--- config.mk ---
export PLATFORM = sky130hd
export DESIGN_NAME = mirror_display_driver
export DESIGN_NICKNAME = d
export VERILOG_FILES = /design/src/rtl/mirror_display_pkg.sv /design/src/rtl/bin8_to_bcd3.sv /design/src/rtl/mirror_display_driver.sv
export SDC_FILE = /design/constraint.sdc
export NUM_CORES = 1
export LEC_CHECK = 0
export ABC_AREA = 1
export CELL_PAD_IN_SITES_DETAIL_PLACEMENT = 0
export CELL_PAD_IN_SITES_GLOBAL_PLACEMENT = 2
export CORE_ASPECT_RATIO = 1.4
export CORE_MARGIN = 8
export CORE_UTILIZATION = 35
export DETAILED_ROUTE_END_ITERATION = 10
export MAX_ROUTING_LAYER = met4
export PLACE_DENSITY_LB_ADDON = 0.05
export REMOVE_ABC_BUFFERS = 1
export SYNTH_ARGS = -nofsm -noshare
export SYNTH_HDL_FRONTEND = slang
export SYNTH_SLANG_ARGS = --single-unit
--- constraint.sdc ---
create_clock -name clk -period 1.85 [get_ports clk]
set_input_delay 0.4625 -clock clk [delete_from_list [all_inputs] [get_ports clk]]
set_output_delay 0.4625 -clock clk [all_outputs]
set_load 0.03 [all_outputs]
--- src/rtl/mirror_display_pkg.sv ---
// mirror_display_pkg -- shared definitions for the mirror display driver.
//   state_t     : conversion FSM states (IDLE, CONVERT, LOAD)
//   SS_*        : data-type select encodings
//   SEG_* / LET_*: active-low 7-segment codes {g,f,e,d,c,b,a}
//   digit_seg() : BCD digit -> segment code
//   mode_seg()  : SS encoding -> mode letter code
package mirror_display_pkg;

    typedef enum logic [1:0] {
        IDLE    = 2'd0,
        CONVERT = 2'd1,
        LOAD    = 2'd2
    } state_t;

    localparam logic [1:0] SS_TEMP     = 2'd0;
    localparam logic [1:0] SS_AVG_MPG  = 2'd1;
    localparam logic [1:0] SS_INST_MPG = 2'd2;
    localparam logic [1:0] SS_MILES    = 2'd3;

    localparam logic [6:0] SEG_BLANK = 7'h7F;
    localparam logic [6:0] LET_T     = 7'h07;
    localparam logic [6:0] LET_A     = 7'h08;
    localparam logic [6:0] LET_I     = 7'h4F;
    localparam logic [6:0] LET_R     = 7'h2F;

    function automatic logic [6:0] digit_seg(input logic [3:0] d);
        case (d)
            4'd0:    return 7'h40;
            4'd1:    return 7'h79;
            4'd2:    return 7'h24;
            4'd3:    return 7'h30;
            4'd4:    return 7'h19;
            4'd5:    return 7'h12;
            4'd6:    return 7'h02;
            4'd7:    return 7'h78;
            4'd8:    return 7'h00;
            4'd9:    return 7'h10;
            default: return SEG_BLANK;
        endcase
    endfunction

    function automatic logic [6:0] mode_seg(input logic [1:0] ss);
        case (ss)
            SS_TEMP:     return LET_T;
            SS_AVG_MPG:  return LET_A;
            SS_INST_MPG: return LET_I;
            default:     return LET_R;
        endcase
    endfunction

endpackage

--- src/rtl/bin8_to_bcd3.sv ---
// bin8_to_bcd3 -- 8-bit binary to 3-digit BCD, shift-add-3 (double dabble),
// one bit per cycle, MSB first, 8 cycles per conversion.
//   clk, reset : clock, synchronous active-high reset
//   start      : load din and begin a conversion (restarts any in progress)
//   din        : binary input 0..255
//   done       : high during the cycle whose edge performs the final shift
//   bcd        : {hundreds, tens, ones}; final once the last shift has landed
module bin8_to_bcd3 (
    input  logic        clk,
    input  logic        reset,
    input  logic        start,
    input  logic [7:0]  din,
    output logic        done,
    output logic [11:0] bcd
);
    logic [7:0]  sh;
    logic [3:0]  cnt;
    logic [11:0] adj;

    // Add 3 to any nibble >= 5 before the shift so it carries correctly.
    always_comb begin
        adj = bcd;
        for (int i = 0; i < 3; i++) begin
            if (bcd[4*i +: 4] >= 4'd5)
                adj[4*i +: 4] = bcd[4*i +: 4] + 4'd3;
        end
    end

    always_ff @(posedge clk) begin
        if (reset) begin
            sh  <= '0;
            bcd <= '0;
            cnt <= '0;
        end else if (start) begin
            sh  <= din;
            bcd <= '0;
            cnt <= 4'd8;
        end else if (cnt != 4'd0) begin
            {bcd, sh} <= {adj[10:0], sh, 1'b0};
            cnt       <= cnt - 4'd1;
        end
    end

    // Combinational so the FSM can leave CONVERT on the same edge as the
    // last shift, keeping the conversion at exactly 8 cycles.
    assign done = (cnt == 4'd1);

endmodule

--- src/rtl/mirror_display_driver.sv ---
// mirror_display_driver -- converts the selected 8-bit mirror value to BCD
// and multiplexes mode letter + three digits onto a 4-digit 7-seg display.
//   clk, reset : clock, synchronous active-high reset
//   Display    : value 0..255;  SS : data type (letter shown on leftmost digit)
//   seg, an    : registered active-low segments / digit enables (an[0] right)
//   dp         : decimal point, always off (1)
//   busy       : high in CONVERT and LOAD
// Build option: define MIRROR_DISPLAY_LEADING_ZERO_BLANK_EN to blank leading
// zeros in the hundreds/tens digits.
module mirror_display_driver
    import mirror_display_pkg::*;
#(
    parameter int SCAN_DIV = 100000
) (
    input  logic       clk,
    input  logic       reset,
    input  logic [7:0] Display,
    input  logic [1:0] SS,
    output logic [6:0] seg,
    output logic [3:0] an,
    output logic       dp,
    output logic       busy
);
    localparam int CW = (SCAN_DIV > 1) ? $clog2(SCAN_DIV) : 1;

    state_t          state;
    logic            pending;
    logic [7:0]      cap_val;
    logic [1:0]      cap_ss;
    logic [3:0][6:0] digits;
    logic [CW-1:0]   scan_cnt;
    logic [1:0]      idx;
    logic            trigger, start, bcd_done;
    logic [11:0]     bcd;
    logic [6:0]      d2_code, d1_code;

    assign trigger = pending || (Display != cap_val) || (SS != cap_ss);
    // LOAD re-checks the inputs and chains straight into a new conversion,
    // so a change that arrived mid-conversion costs no idle cycle.
    assign start   = trigger && (state == IDLE || state == LOAD);
    assign busy    = (state != IDLE);
    assign dp      = 1'b1;

    bin8_to_bcd3 u_bcd (
        .clk   (clk),
        .reset (reset),
        .start (start),
        .din   (Display),
        .done  (bcd_done),
        .bcd   (bcd)
    );

`ifdef MIRROR_DISPLAY_LEADING_ZERO_BLANK_EN
    assign d2_code = (bcd[11:8] == 4'd0) ? SEG_BLANK : digit_seg(bcd[11:8]);
    assign d1_code = (bcd[11:4] == 8'd0) ? SEG_BLANK : digit_seg(bcd[7:4]);
`else
    assign d2_code = digit_seg(bcd[11:8]);
    assign d1_code = digit_seg(bcd[7:4]);
`endif

    always_ff @(posedge clk) begin
        if (reset) begin
            state   <= IDLE;
            pending <= 1'b1;
            cap_val <= '0;
            cap_ss  <= '0;
            digits  <= {4{SEG_BLANK}};
        end else begin
            case (state)
                IDLE: begin
                    if (trigger) begin
                        cap_val <= Display;
                        cap_ss  <= SS;
                        pending <= 1'b0;
                        state   <= CONVERT;
                    end
                end
                CONVERT: begin
                    if (bcd_done) state <= LOAD;
                end
                LOAD: begin
                    digits <= {mode_seg(cap_ss), d2_code, d1_code,
                               digit_seg(bcd[3:0])};
                    if (trigger) begin
                        cap_val <= Display;
                        cap_ss  <= SS;
                        state   <= CONVERT;
                    end else begin
                        state   <= IDLE;
                    end
                end
                default: state <= IDLE;
            endcase
        end
    end

    // Scan: seg reads the whole digit register set in one edge, so a LOAD
    // never produces a half-updated digit.
    always_ff @(posedge clk) begin
        if (reset) begin
            scan_cnt <= '0;
            idx      <= '0;
            seg      <= SEG_BLANK;
            an       <= 4'hF;
        end else begin
            if (scan_cnt == CW'(SCAN_DIV - 1)) begin
                scan_cnt <= '0;
                idx      <= idx + 2'd1;
            end else begin
                scan_cnt <= scan_cnt + 1'b1;
            end
            seg <= digits[idx];
            an  <= ~(4'b0001 << idx);
        end
    end

endmodule

==> summary.md, run 1 <==
| Metric | Value |
|---|---|
| Pint | `3.620 mW` |
| Layout Utilization | `42.69%` |
| Vias in the first global route | `3926` |
| Adder-Cell Fraction of Synth Area | `under 10%` |
| Antenna cells | `0` |
| RSZ-0062 raised after global routing | `no` |
| IO Port Bufs | `23` |
| Pwr/cell area | `891.3 nW/um^2` |
| Max Cap Viol | `0` |
| Post-Syn Area | `~4500 um^2` |
| Slowest cell on the critical path | `clkdlybuf4s50_1` |
| Met1 wire length | `between 5000 and 6000 um` |
| Final Hold Viols | `0` |
| CTS sink cnt | `93` |
| Syn Area/Cell | `7.285 um^2` |
| Postcts setup bufs | `0` |
| Post-DR wirelength/cell | `13.34 um` |
| Largest net degree at the start of global routing | `30` |
| Mapped Cells | `about 620` |
| HP Class | `reg -> reg` |
| Pre-CTS setup slack | `-0.2784 ns` |
| CP Data Required Time | `1.39 ns` |
| Clk Latency, worst-skew pair | `0.34 ns` |
| CP arrival | `between 1 and 1.5 ns` |
| Drt first-iter violations | `around 140` |
| Top Family by Delay on Critical Path | `buffers and inverters` |
| Fmax | `563.6 MHz` |
| CP Launch Type | `flop` |
| Worst path buffer plus inverter count | `1` |
| Sw Share | `25.03%` |
| Inserted Clock Buffers | `9` |
| First-pass GRT wire length | `19000 um` |
| Post-Synth Simple-Gate Area | `a little over a quarter` |
| Status | `complete, no violations` |
| Sw power | `1.209 mW` |
| Logic pwr share | `12.0%` |
| Period utilisation layout | `95.90%` |
| # DRC | `0` |
| CTS clk-pin slew, worst paths | `0.07 ns` |
| Placed Instances | `793` |
| CTS tree | `built` |
| Initial antenna violation count | `0` |
| Max Used Layer | `met4` |
| Layout cells sized above 1 | `9.909%` |
| Routed wire length | `10790 um` |
| Min cycle time layout | `roughly 1.8 ns` |
| Hpwl dp | `about 8000 um` |
| Worst vdd ir | `0.5024 mV` |
| Critical path type | `reg -> out` |
| Leakage power | `2.282 nW` |
| Remaining antenna violation count after routing | `0` |
| CP peak stage delay | `0.66 ns` |
| Finished Layout Cells | `~810` |
| Sequential area share after synthesis | `41.29%` |
| Core area | `around 13000 um^2` |
| WL met2 | `approximately 5300 um` |
| Yosys warnings | `0` |
| Layout area overhead | `20.14%` |
| Pins Over Slew Limit | `0` |
| Clock Path Buffers | `2` |
| Clock share of power | `43.9%` |
| Vias post-DR | `3933` |
| Final net count | `around 700` |
| CP Max Fanout | `1` |
| Clk_skew | `0.006507 ns` |
| Number of synthesized register bits | `93` |
| Main combinational cell family by area after synthesis | `simple AND/OR/NAND/NOR gates` |
| Die area | `between 15000 and 20000 um^2` |
| Most area-consuming cells after synthesis | `dfxtp_1 (41%), nand2_1 (9.3%), nand3_1 (6.4%)` |
| Final WS setup | `0.07585 ns` |
| Vias per Instance | `4.862` |
| Seq pwr share | `44.1%` |
| Initial Util | `35.53%` |
| GRT Util Overall | `14.31%` |
| CP cell instances | `clkdlybuf4s50_1` |
| Post-Synth XOR/XNOR Area | `2.137%` |
| Total gr overflow | `0` |
| H-tree Lvls | `3` |
| Setup violations, final | `0` |
| Synth area leader | `dfxtp_1` |
| Die Ht | `roughly 150 um` |
| Netlist cell types | `31` |
| Synth top area share | `41.29%` |
| Gpl congestion | `0.7715` |
| TritonRoute pass-1 iters | `4` |
| DIE WIDTH | `111.9 um` |
| Row cnt | `49` |
| Number of fill cells | `1366` |
| Mux contribution to synthesized area | `0%` |
| CP Capture Type | `output pin` |
| Synth Area in Compound Gates | `14.07%` |
| Met3 routed wirelength | `254 um` |
| Ports | `25` |
| Clock Tree Root | `clkbuf_16` |
power by group through the flow:
| stage | clock (mW) | combinational (mW) | sequential, mW |
|---|---|---|---|
| after floorplan | 0 | 0.352 | 2.17 |
| after global routing | 2.26 | 0.660 | 2.14 |
| final | 2.12 | 0.581 | 2.13 |
| after detailed placement | 0 | 0.584 | 2.17 |
| after global placement | 0 | 0.581 | 2.17 |
| after CTS | 2.19 | 0.585 | 2.13 |
layout make-up:
class	count	area (um^2)	area share, %
clock buffer	9	225.2	4.157
clock inverter	7	121.4	2.240
inverter	74	277.8	5.127
multi-input combinational	427	2276	42.01
sequential	93	1863	34.39
tap	153	191.4	3.533
timing repair buffer	46	462.9	8.545
routing by layer:
layer	track usage (%)	vias up
met1	16.42	1779
li1	-	2100
met4	5.078	0
met5	-	-
met3	2.369	13
met2	24.83	41
what timing repair did:
action	in CTS	in global routing
hold buffers	0	0
resized for setup	0	8
endpoints found under the setup margin	0	15
kinds of logic after synthesis:
kind of cell / Yosys count
compound gates: 111
xor+xnor: 11
fa+ha+maj: 23
buf+inv: 99
flops: 93
other cells: 1
simple gates: 281
cell usage in the layout, fill, tap and decap left out, types with 6 or more instances in the layout:
cell type and instances:
nand2_1 111, nand4_1 12, nor2_1 68, o21ai_0 47
o211ai_1 11, ha_1 23, xor2_1 7, buf_4 19
a21oi_1 30, dfxtp_1 92, a21oi_2 6, nor3_1 11
clkbuf_16 9, inv_1 72, or2_2 8, nand3_1 58
clkdlybuf4s50_1 22
Yosys cell counts:
cell type	instances
nand2_1	112
dfxtp_1	93
inv_1	72
nor2_1	71
nand3_1	58
o21ai_0	49
a21oi_1	30
ha_1	23
nand4_1	12
nor3_1	12
clkbuf_1	11
o211ai_1	11
or2_2	8
xor2_1	7
a21oi_2	6
buf_1	6
o22ai_1	5
o31ai_1	5
buf_2	4
xnor2_1	4
a22oi_1	3
buf_4	3
nand2_4	3
a31oi_1	2
nor3b_1	2
nor4_1	2
buf_6	1
clkinv_1	1
conb_1	1
inv_2	1
nor2_2	1
per-stage QoR:
step	TNS, ns	instance area [um^2]	power, mW	hold slack (ns)
after floorplan	-4.154	4392	2.518	0.3970
after global placement	-5.577	5049	2.754	0.4092
after detailed placement	-6.821	5049	2.757	0.4202
after CTS	0	5395	4.903	0.4298
after global routing	0	5418	5.061	0.4697
final	0	5418	4.829	0.4237
worst paths after layout:
path                from            to  slack (ns)  depth (start not counted)
min reg2reg     state[1]      state[1]        0.42                          1
max               seg[4]        seg[4]        0.08                          1
max reg2reg  scan_cnt[0]  scan_cnt[15]        0.26                          9
min             state[1]      state[1]        0.42                          1
registers in the layout, indices dropped and copies added (netlist names):
register,count
u_bcd.cnt,4
cap_val,8
state,2
digits,26
scan_cnt,17
u_bcd.sh,8
an,4
u_bcd.bcd,12
idx,2
pending,1
cap_ss,2
seg,7
Note: power is estimated with default switching activity, not from simulation.
==> run 2, diff against run 1 <==
ABC_AREA = 0   (was 1)
CORE_UTILIZATION = 37   (was 35)
SYNTH_HIERARCHICAL = 1   (was default)
==> run 2 against run 1 <==
Synthesized area grew 5.3%; the run now ends with negative setup slack left; final cell count shrank 8.3%; first-iteration DRC count grew 41%; global-route usage grew 0.32 points; sequential power is essentially flat; power shrank 5.1%; clock-buffer cell count grew 1; register-to-register slack lost 0.45 ns; largest cell class unchanged; sequential cell count is the same; core utilization grew 3.5 points.
==> summary.md, run 2 <==
| Metric | Value |
|---|---|
| Ys async rst share | `0% (unchanged)` |
| Largest net degree at the start of global routing | `78 (+160%)` |
| Max reg flops | `26 (unchanged)` |
| Placed Instances | `719 (-9.3%)` |
| Initial antenna violation count | `0 (unchanged)` |
| DIE WIDTH | `111.8 um (-0.16%)` |
| Die Ht | `150.1 um (-0.16%)` |
| CP Capture Type | `flop` |
| Commonest non-fill, non-tap cell in the layout | `dfxtp_1` |
| Clk Latency, worst-skew pair | `0.34 ns (about the same)` |
| Post-Syn Area | `4750 um^2 (+5.3%)` |
| Yosys warnings | `6 (+6)` |
| Clock Path Buffers | `2 (unchanged)` |
| Grt met2 use | `25.22% (+0.40 points)` |
| Largest regs | `digits: 26 flops, scan_cnt: 17 flops, u_bcd/bcd: 12 flops` |
| Drt first-iter violations | `194 (+41%)` |
| # hold bufs at CTS | `0 (unchanged)` |
| Worst setup path end | `u_bcd/bcd[1]` |
| Met3 usage | `1.696% (-0.67 points)` |
| R2r setup slk | `-0.19 ns (-0.45 ns)` |
| Crit path from | `cap_val[5]` |
| Post-DR wirelength/cell | `15.32 um (+15%)` |
| GRT Util Overall | `14.63% (+0.32 points)` |
| Sw Share | `27.51% (+2.5 points)` |
| Total gr overflow | `0 (unchanged)` |
| Ports | `25 (unchanged)` |
| Vias in the first global route | `3839 (-2.2%)` |
| CP Launch Type | `flop` |
| Pwr/cell area | `781.2 nW/um^2 (-12%)` |
| Routed wire length | `11370 um (+5.3%)` |
| DP Area | `5383 um^2 (+6.6%)` |
| Synth area leader | `dfxtp_1` |
| Clk_skew | `0.01000 ns (+0.003495 ns)` |
| Seq pwr share | `46.7% (+2.6 points)` |
| Critical path type | `reg -> reg` |
| Final Hold Viols | `0 (unchanged)` |
| RSZ-0062 raised after global routing | `yes` |
| Max Cap Viol | `0 (unchanged)` |
| Vias per Instance | `5.166 (+6.3%)` |
| Mapped Cells | `536 (-13%)` |
| Biggest register | `digits` |
| CP Max Fanout | `5 (+4)` |
| GR Layer Usage met1 | `16.76% (+0.35 points)` |
| Pre-CTS setup slack | `-0.7676 ns (-0.4891 ns)` |
| Sw power | `1.260 mW (+4.3%)` |
| First-pass GRT wire length | `19200 um (+1.1%)` |
| Layout cells sized above 1 | `17.66% (+7.7 points)` |
| Post-layout instance area | `5864 um^2 (+8.2%)` |
| CP arrival | `2.29 ns (+0.98 ns)` |
| Core area | `12690 um^2 (unchanged)` |
| CTS sink cnt | `93 (unchanged)` |
| H-tree Lvls | `3 (unchanged)` |
| Worst vdd ir | `0.4526 mV (-9.9%)` |
| Post-synth top cells | `dfxtp_1 (93), nor2_1 (47), a21oi_1 (38)` |
| Logic pwr share | `15.1% (+3.1 points)` |
| Final net count | `625 (-8.9%)` |
| Pins Over Slew Limit | `0 (unchanged)` |
| CP Data Required Time | `2.10 ns (+0.71 ns)` |
| Failing checks | `negative setup slack` |
| Number of synthesized register bits | `93 (unchanged)` |
| Layer with the highest usage | `met2` |
| Reg2reg path depth | `7 (-2)` |
| Min cycle time layout | `2.036 ns (+0.2623 ns)` |
| Pint | `3.321 mW (-8.3%)` |
| EDFF count, synth | `0 (unchanged)` |
| # DRC | `0 (unchanged)` |
| HP Class | `in -> reg` |
| CTS clk-pin slew, worst paths | `0.07 ns (about the same)` |
| CTS tree | `built` |
| Hpwl dp | `7806 um (-2.1%)` |
| Netlist cell types | `63 (+100%)` |
| Setup violations, final | `6 (+6)` |
| Synth top area share | `39.20% (-2.1 points)` |
| Most area-consuming cells after synthesis | `dfxtp_1 (39%), ha_1 (7.6%), a21oi_1 (4.0%)` |
| Top-count cell post-synth | `dfxtp_1` |
| Gpl congestion | `0.7792 (+1.0%)` |
| Leakage power | `2.129 nW (-6.7%)` |
| Clock Tree Root | `clkbuf_16` |
| TritonRoute pass-1 iters | `4 (unchanged)` |
| Worst hold start | `Display[6]` |
| Most frequent cells in the layout | `dfxtp_1 (91), nor2_1 (46), a21oi_1 (37)` |
| Fmax | `491.1 MHz (-13%)` |
| IO Port Bufs | `23 (unchanged)` |
| Remaining antenna violation count after routing | `0 (unchanged)` |
| Die area | `16770 um^2 (-0.32%)` |
| Clock share of power | `38.1% (-5.8 points)` |
| Critical R2R Capture | `u_bcd/bcd[1]` |
| Finished Layout Cells | `742 (-8.3%)` |
| Ys flop type | `dfxtp_1` |
| Layout area overhead | `23.47%` |
| Initial Util | `37.42% (+1.9 points)` |
| Sequential area share after synthesis | `39.20% (-2.1 points)` |
| Inserted Clock Buffers | `9 (unchanged)` |
| Final WS setup | `-0.1864 ns (-0.2623 ns)` |
| Status | `complete, but fails checks` |
| FF-to-FF Start | `cap_val[5]` |
| Antenna cells | `0 (unchanged)` |
| Period utilisation layout | `110.1% (+14 points)` |
| Syn Area/Cell | `8.861 um^2 (+22%)` |
| Vias post-DR | `3833 (-2.5%)` |
| Row cnt | `49 (unchanged)` |
-- run 2: cell types whose count changed in the layout (fill, tap and decap cells not counted), moves of 10 or more --
cell / delta
nand2_1: -78
inv_1: -47
nand3_1: -38
o21ai_0: -33
nor2_1: -22
nand2b_1: +18
buf_4: +15
xnor2_1: +14
clkdlybuf4s50_1: -11
o211ai_1: -10
-- run 2: how the worst min path moves through the flow --
| stage | to | slack, ns | depth (start not counted) |
|---|---|---|---|
| after floorplan | digits[25] | 0.42 | 1 |
| after global placement | digits[25] | 0.43 | 1 |
| after detailed placement | digits[25] | 0.44 | 1 |
| after CTS | digits[25] | 0.46 | 1 |
| after global routing | cap_val[6] | 0.44 | 3 |
| final | cap_val[6] | 0.44 | 3 |
-- run 2: area by class of cell --
cell class | instances | area (um^2)
Multi-Input combinational cell | 384 | 2760
Tap cell | 153 | 191.4
Inverter | 27 | 103.9
Fill cell | 1250 | 6827
Sequential cell | 93 | 1864
Clock buffer | 10 | 229.0
Clock inverter | 6 | 45.04
Timing Repair Buffer | 69 | 670.6
-- run 2: logic make-up (layout without fill, tap and decap cells) --
| logic type | Yosys count | count (layout) | synth area share, % |
|---|---|---|---|
| xor gates and xnor gates | 28 | 28 | 5.163 |
| other | 1 | 1 | 0.07895 |
| adders and majority gates | 29 | 29 | 7.640 |
| buffers and inverters | 59 | 112 | 5.005 |
| AOI/OAI and AO/OA | 111 | 111 | 15.12 |
| and+or+nand+nor | 203 | 203 | 23.42 |
| DFF | 93 | 93 | 39.20 |
| muxes | 12 | 12 | 4.373 |
-- run 2: power groups by stage --
stage	clock (mW)	sequential (mW)	combinational, mW
after global routing	1.88	2.15	0.766
after detailed placement	0	2.18	0.615
after floorplan	0	2.18	0.318
after CTS	1.80	2.14	0.672
final	1.75	2.14	0.693
after global placement	0	2.18	0.610
-- run 2: critical path, stage by stage, from the launching register on --
cell and delay (ns):
dfxtp_2 0.34, xor2_2 0.16, nor4_4 0.30, a31oi_2 0.14, or2_4 0.29, buf_6 0.14, or4_4 0.51, o311ai_2 0.08
-- run 2: timing repair --
| item | in CTS | in global routing |
|---|---|---|
| gates resized for setup | 34 | 20 |
| gates cloned | 3 | 0 |
| pin swaps | 17 | 6 |
| setup endpoints to repair | 22 | 20 |
| setup buffers | 8 | 2 |
-- run 2: stage by stage --
step           total power, mW  util [%]  setup TNS (ns)  hold slack [ns]
2_1_floorplan            2.498         -          -7.725           0.4206
3_3_place_gp             2.791     42.41          -14.54           0.4344
3_5_place_dp             2.795     42.41          -13.69           0.4405
4_1_cts                  4.613     45.67          -1.055           0.4572
5_1_grt                  4.795     46.21          -1.367           0.4444
6_report                 4.581     46.21         -0.8667           0.4391
-- run 2: layer usage --
layer  wire (um)  vias to the layer above
met5           0                        -
met1        5100                     1795
met2        5860                       39
li1            -                     1985
met3         197                       14
met4         208                        0
==> run 3, diff against run 2 <==
CORE_MARGIN = 2   (was 8)
==> run 3 against run 2 <==
The run still ends with negative setup slack left; power is 3.1% higher; final cell count is 0.94% higher; clock skew is 0.0037 ns lower; non-clock buffer count is 7 higher; design area is 0.41% higher; die area is 18% lower; core utilization is 0.19 points higher; critical path depth is 1 higher; first-iteration DRC count is 40% lower; hold slack better by 0.020 ns; critical path type is now in -> reg.
==> summary.md, run 3 (synthesis gave the netlist of run 2 again) <==
| Metric | Value |
|---|---|
| Worst vdd ir | `0.3781 mV (-16%)` |
| Pwr/cell area | `802.4 nW/um^2 (+2.7%)` |
| GRT Util Overall | `17.45% (+2.8 points)` |
| Crit path from | `Display[6]` |
| Antenna cells | `0 (unchanged)` |
| H-tree Lvls | `3 (unchanged)` |
| Layout cells sized above 1 | `17.95% (+0.30 points)` |
| CTS sink cnt | `93 (unchanged)` |
| Largest net degree at the start of global routing | `78 (unchanged)` |
| CP arrival | `2.29 ns (about the same)` |
| Biggest register | `digits` |
| Number of fill cells | `1267 (+1.4%)` |
| Largest regs | `digits: 26 flops, scan_cnt: 17 flops, u_bcd/bcd: 12 flops` |
| Pre-CTS setup slack | `-0.9277 ns (-0.1601 ns)` |
| TritonRoute pass-1 iters | `5 (+1)` |
| HP Class | `reg -> reg` |
| Hpwl dp | `7867 um (+0.78%)` |
| Vias post-DR | `3956 (+3.2%)` |
| IO Port Bufs | `23 (unchanged)` |
| Gpl congestion | `0.7910 (+1.5%)` |
| Fmax | `489.3 MHz (-0.36%)` |
| Post-DR wirelength/cell | `15.22 um (-0.65%)` |
| CP Capture Type | `flop` |
| CP Launch Type | `input pin` |
| CP Max Fanout | `5 (unchanged)` |
| Core area | `12690 um^2 (unchanged)` |
| CP Data Required Time | `2.10 ns (about the same)` |
| Min cycle time layout | `2.044 ns (+0.007329 ns)` |
| Slew @ Worst Pin | `roughly 0.52 ns` |
| Drt first-iter violations | `116 (-40%)` |
| Final net count | `632 (+1.1%)` |
| Die area | `13770 um^2 (-18%)` |
| Failing checks | `negative setup slack` |
| Slew margin rel. | `65.04%` |
| Most frequent cells in the layout | `dfxtp_1 (89), nor2_1 (46), buf_4 (45)` |
| Max reg flops | `26 (unchanged)` |
| Total power | `4.725 mW (+3.1%)` |
| Final Hold Viols | `0 (unchanged)` |
| Routed wire length | `11400 um (+0.29%)` |
| Row cnt | `49 (unchanged)` |
| Vias in the first global route | `3759 (-2.1%)` |
| Worst hold start | `digits[25]` |
| Layout Utilization | `46.40% (+0.19 points)` |
| Setup violations, final | `6 (unchanged)` |
| Commonest non-fill, non-tap cell in the layout | `dfxtp_1` |
| RSZ-0062 raised after global routing | `yes` |
| Final WS setup | `-0.1938 ns (-0.007329 ns)` |
| Leakage power | `2.179 nW (+2.4%)` |
| Pins Over Slew Limit | `0 (unchanged)` |
| CTS clk-pin slew, worst paths | `0.07 ns (about the same)` |
| Die Ht | `138.1 um (-8.0%)` |
| Inserted Clock Buffers | `9 (unchanged)` |
| Period utilisation layout | `110.5% (+0.40 points)` |
| Max Cap Viol | `0 (unchanged)` |
| FF-to-FF Start | `cap_val[5]` |
| DIE WIDTH | `99.76 um (-11%)` |
| Initial antenna violation count | `0 (unchanged)` |
| Clk Latency, worst-skew pair | `0.35 ns (about the same)` |
| Clock Path Buffers | `2 (unchanged)` |
| Remaining antenna violation count after routing | `0 (unchanged)` |
| First-pass GRT wire length | `18740 um (-2.4%)` |
| Layout area overhead | `23.97%` |
| Initial Util | `37.42% (unchanged)` |
| Hold WS | `0.4593 ns (+0.02015 ns)` |
| CP peak stage delay | `0.51 ns (about the same)` |
| Vias per Instance | `5.282 (+2.2%)` |
| CTS tree | `built` |
| Clk_skew | `0.006316 ns (-0.003686 ns)` |
| Ports | `25 (unchanged)` |
| Slowest cell on the critical path | `or4_1` |
| Clock Tree Root | `clkbuf_16` |
| CP cell instances | `clkdlybuf4s15_2, xor2_4, nor4_4, a31oi_2, or2_4, buf_6, or4_1, o311ai_1` |
| Total gr overflow | `0 (unchanged)` |
| Status | `complete, but fails checks` |
| Critical path type | `in -> reg` |
| # DRC | `0 (unchanged)` |
==> run 3: changes by cell type in the layout (fill, tap and decap cells not counted), sizes merged, moves of 2 or more <==
cell,delta
clkinv,+3
dlygate4sd2,+2
clkinvlp,-3
buf,+10
clkdlybuf4s15,-3
==> run 3: area by class of cell <==
type / count / area [um^2] / share of cell area (%)
Tap cell: 153 / 191.4 / 3.251
Clock buffer: 10 / 239.0 / 4.059
Inverter: 27 / 103.9 / 1.764
Clock inverter: 6 / 70.07 / 1.190
Sequential cell: 93 / 1872 / 31.79
Multi-Input combinational cell: 384 / 2755 / 46.79
Timing Repair Buffer: 76 / 656.9 / 11.16
==> run 3: stage by stage <==
step | std cells | instance area, um^2 | TNS, ns
6_report | 749 | 5888 | -0.9156
5_1_grt | 749 | 5888 | -1.293
4_1_cts | 751 | 5817 | -1.169
3_5_place_dp | 722 | 5368 | -17.54
3_3_place_gp | 722 | 5368 | -17.15
2_1_floorplan | 504 | 4613 | -7.725
==> run 3: metal layers <==
metal  global-route usage [%]  vias to the layer above  part of all wire, %
li1                         -                     2011                    -
met2                    28.38                       48                   51
met5                        -                        -                    0
met1                    22.04                     1882                   45
met3                    1.972                       15                  2.1
met4                    6.921                        0                  1.8
==> run 3: final timing paths <==
path | to | slack (ns) | cells past startpoint
worst max-delay path | u_bcd/bcd[1] | -0.19 | 8
worst max register to register | u_bcd/bcd[1] | -0.19 | 7
worst min-delay path | digits[25] | 0.46 | 1
worst min register to register | digits[25] | 0.46 | 1
==> run 3: critical path, delay by kind of cell <==
kind	cells	cell delay [ns]
compound gates	2	0.22
xor+xnor	1	0.21
buf+inv	2	0.36
simple gates	3	1.03
==> run 3: timing repair <==
item                                    in CTS  in global routing
pin swaps                                   20                  7
endpoints found under the hold margin        0                  0
hold buffers                                 0                  0
gates cloned                                 1                  1
endpoints found under the setup margin      25                 27
setup buffers                               12                  2
gates resized for setup                     30                 21
==> run 3: power breakdown <==
part | internal [mW] | switching [mW]
logic | 0.306 | 0.360
registers | 2.08 | 0.0677
clock network | 1.09 | 0.820
